--- config.mk ---
export PLATFORM = sky130hd
export DESIGN_NAME = pll_reset_seq
export DESIGN_NICKNAME = d
export VERILOG_FILES = /design/src/rtl/pll_seq_pkg.sv /design/src/rtl/sync_ff2.sv /design/src/rtl/pll_reset_seq.sv
export SDC_FILE = /design/constraint.sdc
export NUM_CORES = 1
export LEC_CHECK = 0
export CORE_UTILIZATION = 50
export DETAILED_ROUTE_END_ITERATION = 10
export PLACE_DENSITY = 0.73
export SLEW_MARGIN = 30
export SYNTH_ARGS = -nofsm -noshare
export SYNTH_HDL_FRONTEND = slang
export SYNTH_HIERARCHICAL = 1
export SYNTH_SLANG_ARGS = --single-unit
--- constraint.sdc ---
create_clock -name clkin -period 2.2 [get_ports clkin]
set_input_delay 0.44 -clock clkin [delete_from_list [all_inputs] [get_ports clkin]]
set_output_delay 0.44 -clock clkin [all_outputs]
set_load 0.01 [all_outputs]
--- src/rtl/pll_seq_pkg.sv ---
// Shared types and sizing helpers for the rPLL reset sequencer.
package pll_seq_pkg;

    typedef enum logic [2:0] {
        RST,
        WAIT_LOCK,
        STABLE,
        RUN,
        FAIL
    } pll_seq_state_t;

    // Width of the shared cycle counter: must hold the largest (param - 1).
    function automatic int unsigned cnt_width(input int unsigned rst_cycles,
                                              input int unsigned lock_timeout,
                                              input int unsigned stable_cycles);
        int unsigned m;
        m = rst_cycles;
        if (lock_timeout > m) m = lock_timeout;
        if (stable_cycles > m) m = stable_cycles;
        return (m > 1) ? $clog2(m) : 1;
    endfunction

endpackage

--- src/rtl/sync_ff2.sv ---
// Two-flop synchronizer, resets to zero; used for pll_lock and downstream resets.
module sync_ff2 #(
    parameter int WIDTH = 1
) (
    input  logic             clk,
    input  logic             rst_n,
    input  logic [WIDTH-1:0] d,
    output logic [WIDTH-1:0] q
);

    logic [WIDTH-1:0] meta;

    // NOTE: sequential state uses non-blocking assignments so every flop samples pre-edge values.
    always_ff @(posedge clk or negedge rst_n) begin
        if (!rst_n) begin
            meta <= '0;
            q    <= '0;
        end else begin
            meta <= d;
            q    <= meta;
        end
    end

endmodule

--- src/rtl/pll_reset_seq.sv ---
// rPLL reset sequencer: pulses RESET, waits for lock with bounded retries,
// qualifies lock for a stability window, then releases the system reset.
module pll_reset_seq
    import pll_seq_pkg::*;
#(
    parameter  int RST_CYCLES    = 16,
    parameter  int LOCK_TIMEOUT  = 65536,
    parameter  int STABLE_CYCLES = 1024,
    parameter  int MAX_RETRY     = 3,
    localparam int RETRY_W       = (MAX_RETRY > 0) ? $clog2(MAX_RETRY + 1) : 1
) (
    input  logic               clkin,
    input  logic               rst_n,
    input  logic               pll_lock,
    input  logic               restart,
    output logic               pll_reset,
    output logic               sys_rst_n,
    output logic               locked,
    output logic               fail,
    output logic               lock_lost,
    output logic [RETRY_W-1:0] retry_cnt
);

    localparam int CW = int'(cnt_width(RST_CYCLES, LOCK_TIMEOUT, STABLE_CYCLES));

    pll_seq_state_t     state, state_nxt;
    logic [CW-1:0]      cnt, cnt_nxt;
    logic [RETRY_W-1:0] retry_nxt, retry_inc;
    logic               lost_nxt;
    logic               lock_s;
    logic               take_fail;
    logic               retry_exhausted;

    sync_ff2 #(.WIDTH(1)) u_lock_sync (
        .clk   (clkin),
        .rst_n (rst_n),
        .d     (pll_lock),
        .q     (lock_s)
    );

    // Saturating increment covers the retry-forever case without wrapping.
    assign retry_inc       = (retry_cnt == '1) ? retry_cnt : retry_cnt + RETRY_W'(1);
    assign retry_exhausted = (MAX_RETRY != 0) && (retry_cnt == RETRY_W'(MAX_RETRY));

    // NOTE: every always_comb output gets a default first so no path infers a latch.
    always_comb begin
        state_nxt = state;
        retry_nxt = retry_cnt;
        lost_nxt  = lock_lost;
        take_fail = 1'b0;

        case (state)
            RST: begin
                if (cnt == CW'(RST_CYCLES - 1)) state_nxt = WAIT_LOCK;
            end
            WAIT_LOCK: begin
                if (lock_s)                               state_nxt = STABLE;
                else if (cnt == CW'(LOCK_TIMEOUT - 1))    take_fail = 1'b1;
            end
            STABLE: begin
                if (!lock_s) begin
                    take_fail = 1'b1;
                end else if (cnt == CW'(STABLE_CYCLES - 1)) begin
                    state_nxt = RUN;
                    retry_nxt = '0;
                end
            end
            RUN: begin
                if (!lock_s) begin
                    state_nxt = RST;
                    lost_nxt  = 1'b1;
                end
            end
            FAIL:    state_nxt = FAIL;
            default: state_nxt = RST;
        endcase

        if (take_fail) begin
            if (retry_exhausted) begin
                state_nxt = FAIL;
            end else begin
                state_nxt = RST;
                retry_nxt = retry_inc;
            end
        end

        if (restart) begin
            state_nxt = RST;
            retry_nxt = '0;
            lost_nxt  = 1'b0;
        end

        // Counter restarts on every state change; it idles in RUN and FAIL.
        if (restart || (state_nxt != state))  cnt_nxt = '0;
        else if (state == RUN || state == FAIL) cnt_nxt = cnt;
        else                                    cnt_nxt = cnt + CW'(1);
    end

    // Outputs decode the next state so they switch on the same edge as the state.
    always_ff @(posedge clkin or negedge rst_n) begin
        if (!rst_n) begin
            state     <= RST;
            cnt       <= '0;
            retry_cnt <= '0;
            lock_lost <= 1'b0;
            pll_reset <= 1'b1;
            sys_rst_n <= 1'b0;
            locked    <= 1'b0;
            fail      <= 1'b0;
        end else begin
            state     <= state_nxt;
            cnt       <= cnt_nxt;
            retry_cnt <= retry_nxt;
            lock_lost <= lost_nxt;
            pll_reset <= (state_nxt == RST) || (state_nxt == FAIL);
            sys_rst_n <= (state_nxt == RUN);
            locked    <= (state_nxt == RUN);
            fail      <= (state_nxt == FAIL);
        end
    end

endmodule

==> results.cfg <==
[global_route]
grt_overflow = 0
grt_start_max_net_pins = 28
grt_pass1_vias = 1159
grt_first_pass_wirelength_um = 5020
antenna_found_initial = 0
grt_usage = 0.204

[setup_path]
ff2ff_path_depth = 6
critical_path_class = flop to flop
r2r_start = state[0]
worstPathArrival_ns = 2.60
crit_fanout = 9
crit_required_ns = 2.47
cp-end-kind = flop
start_kind = flop
worstReg2RegEnd = cnt[7]
r2r_slack_ns = -0.13

[logic_synthesis]
yosys_warnings = 6
synth_edf_count = 0
ys_async_sr_fraction = 1.00
ys_ff_latch = 27
syn_area_sq_um = 1440
synth_area_leaders = dfrtp_1 (45%), a21oi_2 (6.1%), xnor2_1 (6.1%)
synth_top_area_frac = 0.452
syn_inst = 145
synthFlopType = dfrtp_1
ys_seq_area_frac = 0.470
synth_nets = 151
yosysUniqueCellTypes = 39
synth_top_area_cell = dfrtp_1
syn_area_per_cell_sq_um = 9.93

[hold_path]
min_to = u_lock_sync/q
worstHoldPathCells = 0
min_path_type = flop to flop
hold_start = u_lock_sync/meta

[die]
rows = 19
die_h_um = 55.7
initial_utilization = 0.527
core-area_sq_um = 2730
die_w_um = 55.7
ios = 11
dieArea_sq_um = 3100

[power]
p_int_uw = 594
pwr-share-seq = 0.651
p_per_area_nw_per_um2 = 447
p_clk_frac = 0.286
swShare = 0.241
power.net_switching_uw = 188
power_frac_comb = 0.063
peakVddDrop_mv = 0.385
power.leakage_uw = 0.000710

[routing]
viasPerCell = 5.64
vias = 1111
route.detailed.drc = 0
firstDrtPassIters = 4
wl_per_cell_um = 14.5
ant_nets = 0
drt_wl_total_um = 2860
drt_iter0_markers = 38

[sta]
fin_crit_ns = 2.33
period_share = 1.06
max_slew.worst_pin.slew_ns = 0.631
setup_viol = 16
fin_skew_ns = 0.00678
setup_tns_ns = -1.64
fin_ws_ns = -0.134
rsz0062_at_grt = true
timing.slew.headroom = 0.575
hold_violations = 0
max_freq_ghz = 0.429
drv_slew = 0

[cts]
tritoncts = done
ctsLongestPathBuffers = 2
clk_pin_slew_worst_paths_ns = 0.16
cts_made_buffers = 3
root_buffer = clkbuf_4
htreeDepth = 1
clock_latency_ns = 0.33
cts_sinks = 27

[placement]
place_area_sq_um = 1660
place_congestion = 0.848
hpwl_um = 2120
io_buffers = 10

[finish]
most-common-layout-cells = dfrtp_1 (26), nor2_1 (18), buf_4 (13)
final_common_cell = dfrtp_1
antenna_cells = 0
syn_to_final_growth_pct = 21.5
final_nets = 173
stdcell_area_sq_um = 1750
nFillCells = 213
drive_gt1_frac = 0.241

[flow_run]
maxCapViolCount = 0

[status]
outcome = finished, violations left
violations = setup timing
==> Yosys cell counts (all sizes together), types with 2 or more instances <==
cell     n
a211o    2
xor2     7
inv      4
nand4    5
clkbuf   4
a21oi   17
mux2i    2
dfrtp   26
nor4     3
nand2   10
buf      5
and3b    2
ha       2
and3     2
xnor2   10
nor2    18
nor3     4
nand3b   2
nor2b    2
nand3    4
==> flip-flops by register name, summed over array words and instances, names as in the netlist <==
register / flops
locked: 1
cnt: 16
lock_lost: 1
pll_reset: 1
u_lock_sync/meta: 1
fail: 1
u_lock_sync/q: 1
state: 3
retry_cnt: 2
==> worst max-delay path: stages, from the launching register on <==
cell and delay (ns):
dfrtp_1 0.46, nor4_1 0.60, o2111ai_2 0.22, a211o_1 0.31, or3_4 0.38, buf_6 0.15
a21oi_1 0.13
==> what timing repair did <==
| item | 4_1_cts | 5_1_grt |
|---|---|---|
| cloned | 0 | 0 |
| setup buffers | 0 | 0 |
| setup endpoints to repair | 16 | 16 |
| resized for setup | 5 | 4 |
| hold buffers | 0 | 0 |
==> metal layers <==
| layer | vias up | GRT usage | part of all wire |
|---|---|---|---|
| li1 | 542 | - | - |
| met1 | 548 | 0.261 | 0.45 |
| met2 | 15 | 0.343 | 0.50 |
| met3 | 6 | 0.0326 | 0.026 |
| met4 | 0 | 0.0893 | 0.024 |
| met5 | - | 0 | 0 |
==> power by group through the flow <==
stage | clock (uW) | sequential (uW) | combinational [uW]
4_1_cts | 229 | 509 | 50.8
5_1_grt | 249 | 511 | 55.8
6_report | 223 | 509 | 49.3
2_1_floorplan | 0 | 517 | 23.6
3_5_place_dp | 0 | 519 | 49.3
3_3_place_gp | 0 | 518 | 47.9
==> stage by stage <==
| stage | total power [uW] | hold WS (ns) | setup WS (ns) | std cells | utilization |
|---|---|---|---|---|---|
| floorplan | 541 | 0.144 | -0.0838 | 145 | - |
| global placement | 566 | 0.337 | -0.0439 | 193 | 0.609 |
| detailed placement | 568 | 0.337 | -0.0727 | 193 | 0.609 |
| CTS | 790 | 0.370 | -0.0795 | 197 | 0.630 |
| global route | 816 | 0.385 | -0.186 | 197 | 0.640 |
| finish | 782 | 0.367 | -0.134 | 197 | 0.640 |
==> kinds of logic (layout without fill, tap and decap cells) <==
kind of cell / after synthesis / after routing / share of synthesized area
flops: 27 / 27 / 0.470
xor+xnor: 17 / 17 / 0.103
simple gates: 58 / 58 / 0.209
compound gates: 25 / 25 / 0.135
buf+inv: 13 / 34 / 0.0434
fa+ha+maj: 2 / 2 / 0.0174
mux: 3 / 3 / 0.0217
==> cell type report <==
cell class                      instances  area (sq um)  share of cell area
Tap cell                               31          38.8              0.0222
Clock inverter                          1          7.51             0.00429
Clock buffer                            3          22.5              0.0129
Multi-Input combinational cell        105           748               0.428
Inverter                                4          15.0             0.00858
Sequential cell                        27           677               0.387
Timing Repair Buffer                   26           240               0.137
==> how the worst max path moves through the flow <==
stage / to / slack, ns / start / cells after the start
after floorplan: cnt[1] / -0.08 / cnt[7] / 8
after global placement: cnt[7] / -0.04 / cnt[6] / 7
final: cnt[7] / -0.13 / state[0] / 6
after detailed placement: cnt[7] / -0.07 / cnt[7] / 7
after CTS: cnt[7] / -0.08 / cnt[7] / 7
after global routing: cnt[8] / -0.19 / cnt[7] / 8
No activity file was read; power rests on OpenSTA's default activity.
